<file path="config.mk">
export PLATFORM = sky130hd
export DESIGN_NAME = div_dispatcher_flat
export DESIGN_NICKNAME = d
export VERILOG_FILES = /design/src/rtl/div_dispatcher_pkg.sv /design/src/rtl/div_dispatcher_if.sv /design/src/rtl/div_dispatcher_op_fifo.sv /design/src/rtl/div_dispatcher.sv /design/src/flat_wrapper.sv
export SDC_FILE = /design/constraint.sdc
export NUM_CORES = 1
export LEC_CHECK = 0
export CELL_PAD_IN_SITES_DETAIL_PLACEMENT = 1
export CELL_PAD_IN_SITES_GLOBAL_PLACEMENT = 1
export CORE_UTILIZATION = 45
export DETAILED_ROUTE_END_ITERATION = 8
export PLACE_DENSITY_LB_ADDON = 0.25
export SLEW_MARGIN = 20
export SYNTH_ARGS = -nofsm -noshare
export SYNTH_HDL_FRONTEND = slang
export SYNTH_SLANG_ARGS = --single-unit
</file>
<file path="constraint.sdc">
create_clock -name clk -period 3.7 [get_ports clk]
set_clock_uncertainty 0.15 [all_clocks]
set_input_delay 1.11 -clock clk [delete_from_list [all_inputs] [get_ports clk]]
set_output_delay 1.11 -clock clk [all_outputs]
set_load 0.005 [all_outputs]
</file>
<file path="src/rtl/div_dispatcher_pkg.sv">
// Shared definitions for the divider dispatcher: result status codes, FSM state
// encoding and the default operand width.
package div_dispatcher_pkg;

    localparam int unsigned DefWidth = 10;

    localparam logic [1:0] StatusOk      = 2'b00;
    localparam logic [1:0] StatusDvz     = 2'b01;
    localparam logic [1:0] StatusOvf     = 2'b10;
    localparam logic [1:0] StatusTimeout = 2'b11;

    typedef enum logic [2:0] {
        StIdle,
        StIssue,
        StWait,
        StOut,
        StRecover
    } state_e;

endpackage

</file>
<file path="src/rtl/div_dispatcher_if.sv">
// Bundle of the upstream, divider-side and downstream signals of the dispatcher.
// master is the dispatcher's view, slave is the surrounding environment's view.
interface div_dispatcher_if
    import div_dispatcher_pkg::*;
#(
    parameter int unsigned WIDTH = DefWidth
);

    logic             in_valid;
    logic             in_ready;
    logic [WIDTH-1:0] in_a;
    logic [WIDTH-1:0] in_b;

    logic             div_start;
    logic             div_sclr;
    logic [WIDTH-1:0] div_a;
    logic [WIDTH-1:0] div_b;
    logic             div_busy;
    logic             div_valid;
    logic             div_dvz;
    logic             div_ovf;
    logic [WIDTH-1:0] div_q;

    logic             out_valid;
    logic             out_ready;
    logic [WIDTH-1:0] out_q;
    logic [1:0]       out_status;

    modport master (
        input  in_valid, in_a, in_b,
        input  div_busy, div_valid, div_dvz, div_ovf, div_q,
        input  out_ready,
        output in_ready,
        output div_start, div_sclr, div_a, div_b,
        output out_valid, out_q, out_status
    );

    modport slave (
        output in_valid, in_a, in_b,
        output div_busy, div_valid, div_dvz, div_ovf, div_q,
        output out_ready,
        input  in_ready,
        input  div_start, div_sclr, div_a, div_b,
        input  out_valid, out_q, out_status
    );

endinterface

</file>
<file path="src/rtl/div_dispatcher_op_fifo.sv">
// Operand-pair FIFO; DEPTH must be a power of two (>= 2) so pointers wrap naturally.
// A push while full is dropped even when a pop happens in the same cycle.
module op_fifo #(
    parameter int unsigned WIDTH = 20,
    parameter int unsigned DEPTH = 4
) (
    input  logic             clk,
    input  logic             sclr,
    input  logic             push,
    input  logic [WIDTH-1:0] push_data,
    input  logic             pop,
    output logic [WIDTH-1:0] pop_data,
    output logic             full,
    output logic             empty
);

    localparam int unsigned AW = $clog2(DEPTH);
    localparam logic [AW:0] FullCount = (AW + 1)'(DEPTH);

    logic [WIDTH-1:0] mem [DEPTH];
    logic [AW-1:0]    wr_ptr_q;
    logic [AW-1:0]    rd_ptr_q;
    logic [AW:0]      count_q;
    logic             do_push;
    logic             do_pop;

    assign full     = (count_q == FullCount);
    assign empty    = (count_q == '0);
    assign do_push  = push & ~full;
    assign do_pop   = pop & ~empty;
    assign pop_data = mem[rd_ptr_q];

    always_ff @(posedge clk) begin
        if (sclr) begin
            wr_ptr_q <= '0;
            rd_ptr_q <= '0;
            count_q  <= '0;
        end else begin
            if (do_push) begin
                mem[wr_ptr_q] <= push_data;
                wr_ptr_q      <= wr_ptr_q + 1'b1;
            end
            if (do_pop) begin
                rd_ptr_q <= rd_ptr_q + 1'b1;
            end
            case ({do_push, do_pop})
                2'b10:   count_q <= count_q + 1'b1;
                2'b01:   count_q <= count_q - 1'b1;
                default: count_q <= count_q;
            endcase
        end
    end

endmodule

</file>
<file path="src/rtl/div_dispatcher.sv">
// Queues operand pairs and feeds them one at a time to an external divider,
// with a watchdog that resets a hung divider and reports a timeout result.
module div_dispatcher
    import div_dispatcher_pkg::*;
#(
    parameter int unsigned WIDTH   = DefWidth,
    parameter int unsigned DEPTH   = 4,
    parameter int unsigned TIMEOUT = 63
) (
    input logic              clk,
    input logic              sclr,
    div_dispatcher_if.master bus
);

    localparam int unsigned WdWidth = $clog2(TIMEOUT + 1);
    localparam logic [WdWidth-1:0] WdMax = WdWidth'(TIMEOUT);

    state_e               state_q, state_d;
    logic [WdWidth-1:0]   wd_q, wd_d, wd_now;
    logic [WIDTH-1:0]     a_q, b_q;
    logic [WIDTH-1:0]     q_q, q_d;
    logic [1:0]           status_q, status_d;
    logic                 fifo_pop, fifo_full, fifo_empty;
    logic [2*WIDTH-1:0]   fifo_head;
    logic                 start, recover, out_valid;

    op_fifo #(
        .WIDTH(2 * WIDTH),
        .DEPTH(DEPTH)
    ) u_op_fifo (
        .clk      (clk),
        .sclr     (sclr),
        .push     (bus.in_valid),
        .push_data({bus.in_a, bus.in_b}),
        .pop      (fifo_pop),
        .pop_data (fifo_head),
        .full     (fifo_full),
        .empty    (fifo_empty)
    );

    always_comb begin
        state_d   = state_q;
        wd_d      = wd_q;
        q_d       = q_q;
        status_d  = status_q;
        fifo_pop  = 1'b0;
        start     = 1'b0;
        recover   = 1'b0;
        out_valid = 1'b0;
        // Watchdog value counting the current WAIT cycle, saturating at TIMEOUT.
        wd_now    = (wd_q == WdMax) ? wd_q : wd_q + 1'b1;

        unique case (state_q)
            StIdle: begin
                if (!fifo_empty && !bus.div_busy) begin
                    fifo_pop = 1'b1;
                    state_d  = StIssue;
                end
            end
            StIssue: begin
                start   = 1'b1;
                wd_d    = '0;
                state_d = StWait;
            end
            StWait: begin
                wd_d = wd_now;
                if (bus.div_dvz) begin
                    q_d      = '0;
                    status_d = StatusDvz;
                    state_d  = StOut;
                end else if (bus.div_ovf) begin
                    q_d      = '0;
                    status_d = StatusOvf;
                    state_d  = StOut;
                end else if (bus.div_valid) begin
                    q_d      = bus.div_q;
                    status_d = StatusOk;
                    state_d  = StOut;
                end else if (wd_now == WdMax) begin
                    q_d      = '0;
                    status_d = StatusTimeout;
                    state_d  = StRecover;
                end
            end
            StRecover: begin
                recover = 1'b1;
                state_d = StOut;
            end
            StOut: begin
                out_valid = 1'b1;
                if (bus.out_ready) begin
                    state_d = StIdle;
                end
            end
            default: state_d = StIdle;
        endcase
    end

    always_ff @(posedge clk) begin
        if (sclr) begin
            state_q  <= StIdle;
            wd_q     <= '0;
            a_q      <= '0;
            b_q      <= '0;
            q_q      <= '0;
            status_q <= StatusOk;
        end else begin
            state_q  <= state_d;
            wd_q     <= wd_d;
            q_q      <= q_d;
            status_q <= status_d;
            if (fifo_pop) begin
                {a_q, b_q} <= fifo_head;
            end
        end
    end

    assign bus.in_ready   = ~fifo_full;
    assign bus.div_start  = start;
    assign bus.div_sclr   = recover;
    assign bus.div_a      = a_q;
    assign bus.div_b      = b_q;
    assign bus.out_valid  = out_valid;
    assign bus.out_q      = q_q;
    assign bus.out_status = status_q;

endmodule

</file>
<file path="src/flat_wrapper.sv">
// flat-port wrapper written by rule: the top's interface ports become plain ports
module div_dispatcher_flat import div_dispatcher_pkg::*;
#(
    parameter int unsigned WIDTH   = DefWidth,
    parameter int unsigned DEPTH   = 4,
    parameter int unsigned TIMEOUT = 63
)
  (clk, sclr, bus_in_valid, bus_in_a, bus_in_b, bus_div_busy, bus_div_valid, bus_div_dvz, bus_div_ovf, bus_div_q, bus_out_ready, bus_in_ready, bus_div_start, bus_div_sclr, bus_div_a, bus_div_b, bus_out_valid, bus_out_q, bus_out_status);
  div_dispatcher_if #(.WIDTH(WIDTH)) bus_i ();
  input logic clk;
  input logic sclr;
  input wire logic [$bits(bus_i.in_valid)-1:0] bus_in_valid;
  input wire logic [$bits(bus_i.in_a)-1:0] bus_in_a;
  input wire logic [$bits(bus_i.in_b)-1:0] bus_in_b;
  input wire logic [$bits(bus_i.div_busy)-1:0] bus_div_busy;
  input wire logic [$bits(bus_i.div_valid)-1:0] bus_div_valid;
  input wire logic [$bits(bus_i.div_dvz)-1:0] bus_div_dvz;
  input wire logic [$bits(bus_i.div_ovf)-1:0] bus_div_ovf;
  input wire logic [$bits(bus_i.div_q)-1:0] bus_div_q;
  input wire logic [$bits(bus_i.out_ready)-1:0] bus_out_ready;
  output wire logic [$bits(bus_i.in_ready)-1:0] bus_in_ready;
  output wire logic [$bits(bus_i.div_start)-1:0] bus_div_start;
  output wire logic [$bits(bus_i.div_sclr)-1:0] bus_div_sclr;
  output wire logic [$bits(bus_i.div_a)-1:0] bus_div_a;
  output wire logic [$bits(bus_i.div_b)-1:0] bus_div_b;
  output wire logic [$bits(bus_i.out_valid)-1:0] bus_out_valid;
  output wire logic [$bits(bus_i.out_q)-1:0] bus_out_q;
  output wire logic [$bits(bus_i.out_status)-1:0] bus_out_status;
  assign bus_i.in_valid = bus_in_valid;
  assign bus_i.in_a = bus_in_a;
  assign bus_i.in_b = bus_in_b;
  assign bus_i.div_busy = bus_div_busy;
  assign bus_i.div_valid = bus_div_valid;
  assign bus_i.div_dvz = bus_div_dvz;
  assign bus_i.div_ovf = bus_div_ovf;
  assign bus_i.div_q = bus_div_q;
  assign bus_i.out_ready = bus_out_ready;
  assign bus_in_ready = bus_i.in_ready;
  assign bus_div_start = bus_i.div_start;
  assign bus_div_sclr = bus_i.div_sclr;
  assign bus_div_a = bus_i.div_a;
  assign bus_div_b = bus_i.div_b;
  assign bus_out_valid = bus_i.out_valid;
  assign bus_out_q = bus_i.out_q;
  assign bus_out_status = bus_i.out_status;
  div_dispatcher #(.WIDTH(WIDTH), .DEPTH(DEPTH), .TIMEOUT(TIMEOUT)) u_core (.clk(clk), .sclr(sclr), .bus(bus_i));
endmodule
</file>
==> metrics.md, run 1 <==
| Metric | Value |
|---|---|
| Status | `complete, no violations` |
| Hold Path Depth | `2` |
| Rows | `38` |
| First drt pass iteration count | `4` |
| Area Overhead vs Synth | `27.9%` |
| R2R depth | `9` |
| Critical path required time | `2440 ps` |
| CTS tree | `done` |
| Final critical-path share of the clock period | `just under 90%` |
| Final setup viols | `0` |
| Final ANT Viol Nets | `0` |
| DRC Markers | `0` |
| Fmax | `0.306 GHz` |
| Diode count | `0` |
| Post-CTS Hold Buffers | `0` |
| I/O pin count | `74` |
| Antenna violations before repair | `0` |
| Drt wl/cell | `19.2 um` |
| Crit path time final | `3270 ps` |
| Die Height | `approximately 110 um` |
| DR vias | `about 3.2k` |
| Post-route total power | `4350 uW` |
| Crit path max fanout | `10` |
| Final Hold Viols | `0` |
| Setup TNS | `0 ps` |
| Commonest non-fill, non-tap cells in the layout | `edfxtp_1 (80), clkdlybuf4s50_1 (72), dfxtp_1 (47)` |
| Reg2reg start | `u_core.state_q[2]` |
| CTS Buf Count | `17` |
| Most common cell after layout, fill and taps aside | `edfxtp_1` |
| #FFs+latches synth | `approximately 130` |
| RSZ-0062 raised after global routing | `false` |
| Max Slew Vio Count | `0` |
| Post-synthesis cell area | `about 0.005 mm^2` |
| Share of layout cells above drive strength 1 | `roughly a quarter` |
| Mean Syn Cell Area | `14.8 um^2` |
| Fill cell count | `1,067` |
| Worst R2R End | `u_core.u_op_fifo.count_q[2]` |
| Core area | `between 0.01 and 0.015 mm^2` |
| Clk sink count | `128` |
| Post-Route WL | `11.2 mm` |
| CTS max path bufs | `2` |
| Hold path start | `u_core.bus.out_status[0]` |
| Total global-route track usage | `around a fifth` |
| Total die area | `between 0.01 and 0.015 mm^2` |
| GR Overflow Total | `0` |
| Vias in the first global route | `3,449` |
| Layout net count | `between 400 and 500` |
| CTS H-tree lvls | `4` |
| Mapped Cells | `about 350` |
| GPL Wtd Cong | `0.782` |
| Async SR Flop Fraction | `0%` |
| P_leak | `around 0.0021 uW` |
| I/O Buffers | `73` |
| Hold worst-path end | `u_core.bus.out_status[0]` |
| Clock root cell | `clkbuf_16` |
| Synth unique cells | `50` |
| Largest net degree at the start of global routing | `23` |
| FF-to-FF setup slack | `about 960 ps` |
| Setup crit end kind | `output port` |
| Post-DP HPWL | `7.46 mm` |
| Worst Hold Class | `reg -> reg` |
| Crit path launch | `u_core.state_q[0]` |
| First-pass GRT wire length | `17.5 mm` |
| Maximum VDD drop | `just over 0.5 mV` |
| Power per cell area | `663 mW/mm^2` |
| Ys flop type | `edfxtp_1` |
| Yosys warnings | `0` |
| WHS | `about 310 ps` |
| Clk Latency, worst-skew pair | `a little over 400 ps` |
| Max-Cap Viols | `0` |
| Worst-path clk slew | `about 60 ps` |
| Critical path launch point type | `register` |
| Avg Vias per Cell | `about 5.4` |
| Worst Tran Pin Value | `roughly 1100 ps` |
| Worst rel slew slack | `roughly 28%` |
| Initial DRC Count | `around 110` |
| Initial Util | `around 47%` |
| Register area share after synthesis | `around 65%` |
| DIE WIDTH | `around 110 um` |
| Cts repair resizes | `0` |
| Setup bufs post-CTS | `0` |
| EDFF count, synth | `80` |
| Post-Syn Nets | `slightly below 400` |
| WP data arrival | `between 2000 and 2500 ps` |
| Kind of critical path | `reg -> out` |
## power by group
part	leakage [uW]	internal, uW	switching, uW
registers	0.00112	1670	162
clock network	0.000270	956	609
logic	0.000753	496	465
total	0.00214	3120	1240
## worst max-delay path by stage
| stage | to | slack (ps) |
|---|---|---|
| 3_3_place_gp | u_core.u_op_fifo.count_q[2] | 300 |
| 6_report | bus_div_start | 430 |
| 5_1_grt | bus_div_start | 300 |
| 2_1_floorplan | u_core.u_op_fifo.count_q[2] | 620 |
| 4_1_cts | bus_div_start | 410 |
| 3_5_place_dp | u_core.u_op_fifo.count_q[2] | 180 |
## metal layers
layer / wire [um] / share of wire, % / vias up / global-route usage [%]
li1: - / - / 1482 / -
met1: 4710 / 42 / 1612 / 23.1
met2: 5940 / 53 / 73 / 37.1
met3: 380 / 3.4 / 15 / 5.20
met4: 181 / 1.6 / 0 / 9.94
met5: 0 / 0 / - / 0
## cell families (layout without fill, tap and decap cells)
logic type      Yosys count  in the layout  synth area share (%)
fa+ha+maj                 7              7                  1.85
xor+xnor                  5              5                 0.853
simple gates             96             96                  10.2
flops                   128            128                  65.5
compound gates           62             62                  9.50
buf+inv                  27            125                  3.12
mux                      21             21                  8.97
## cell type report
class | instances | area [um^2] | share of cell area [%]
inverter | 9 | 38.8 | 0.591
clock buffer | 19 | 453 | 6.90
timing repair buffer | 84 | 808 | 12.3
clock inverter | 13 | 114 | 1.73
multi-input combinational | 191 | 1610 | 24.5
sequential | 128 | 3360 | 51.2
tap | 140 | 175 | 2.67
## registers in the layout, summed over array words and instances, names as in the netlist
signal,count
u_core.wd_q,6
u_core.bus.out_status,2
u_core.bus.div_a,10
u_core.state_q,3
u_core.u_op_fifo.mem,80
u_core.u_op_fifo.count_q,3
u_core.u_op_fifo.rd_ptr_q,2
u_core.u_op_fifo.wr_ptr_q,2
u_core.bus.div_b,10
u_core.bus.out_q,10
## critical path, stage by stage (launching register included)
cell and delay, ps:
dfxtp_1 510, nor3b_1 490, clkdlybuf4s50_1 600
## cell usage after synthesis (all sizes together), types with 3 or more instances
| cell | instances | area (um^2) |
|---|---|---|
| nor3 | 7 | 35.0 |
| or3 | 4 | 35.0 |
| dfxtp | 48 | 961 |
| and2 | 7 | 43.8 |
| a21oi | 29 | 216 |
| a32o | 10 | 100 |
| nand2 | 45 | 216 |
| edfxtp | 80 | 2400 |
| ha | 6 | 75.1 |
| inv | 8 | 30.0 |
| xnor2 | 3 | 26.3 |
| nor2 | 15 | 56.3 |
| clkbuf | 6 | 22.5 |
| nor3b | 3 | 27.5 |
| nand3 | 4 | 20.0 |
| mux4 | 20 | 450 |
| buf | 12 | 98.8 |
| o21ai | 11 | 55.1 |
## through the flow
| step | util, % | setup WS, ps | area, um^2 | cells |
|---|---|---|---|---|
| global placement | 54.6 | 298 | 6000 | 552 |
| CTS | 59.8 | 406 | 6570 | 584 |
| global route | 59.8 | 297 | 6570 | 584 |
| detailed placement | 54.6 | 184 | 6000 | 552 |
| floorplan | - | 619 | 5130 | 346 |
| finish | 59.8 | 430 | 6570 | 584 |
Note: power is estimated with default switching activity, not from simulation.
==> run 2, diff against run 1 <==
--- a/config.mk
+++ b/config.mk
@@ -5,12 +5,13 @@
 export SDC_FILE = /design/constraint.sdc
 export NUM_CORES = 1
 export LEC_CHECK = 0
+export ABC_CLOCK_PERIOD_IN_PS = 3700
 export CELL_PAD_IN_SITES_DETAIL_PLACEMENT = 1
 export CELL_PAD_IN_SITES_GLOBAL_PLACEMENT = 1
 export CORE_UTILIZATION = 45
+export CTS_CLUSTER_SIZE = 20
 export DETAILED_ROUTE_END_ITERATION = 8
 export PLACE_DENSITY_LB_ADDON = 0.25
-export SLEW_MARGIN = 20
 export SYNTH_ARGS = -nofsm -noshare
 export SYNTH_HDL_FRONTEND = slang
 export SYNTH_SLANG_ARGS = --single-unit
==> results of run 2 <==
Final layout, timing and power as in run 1 (identical DEF).
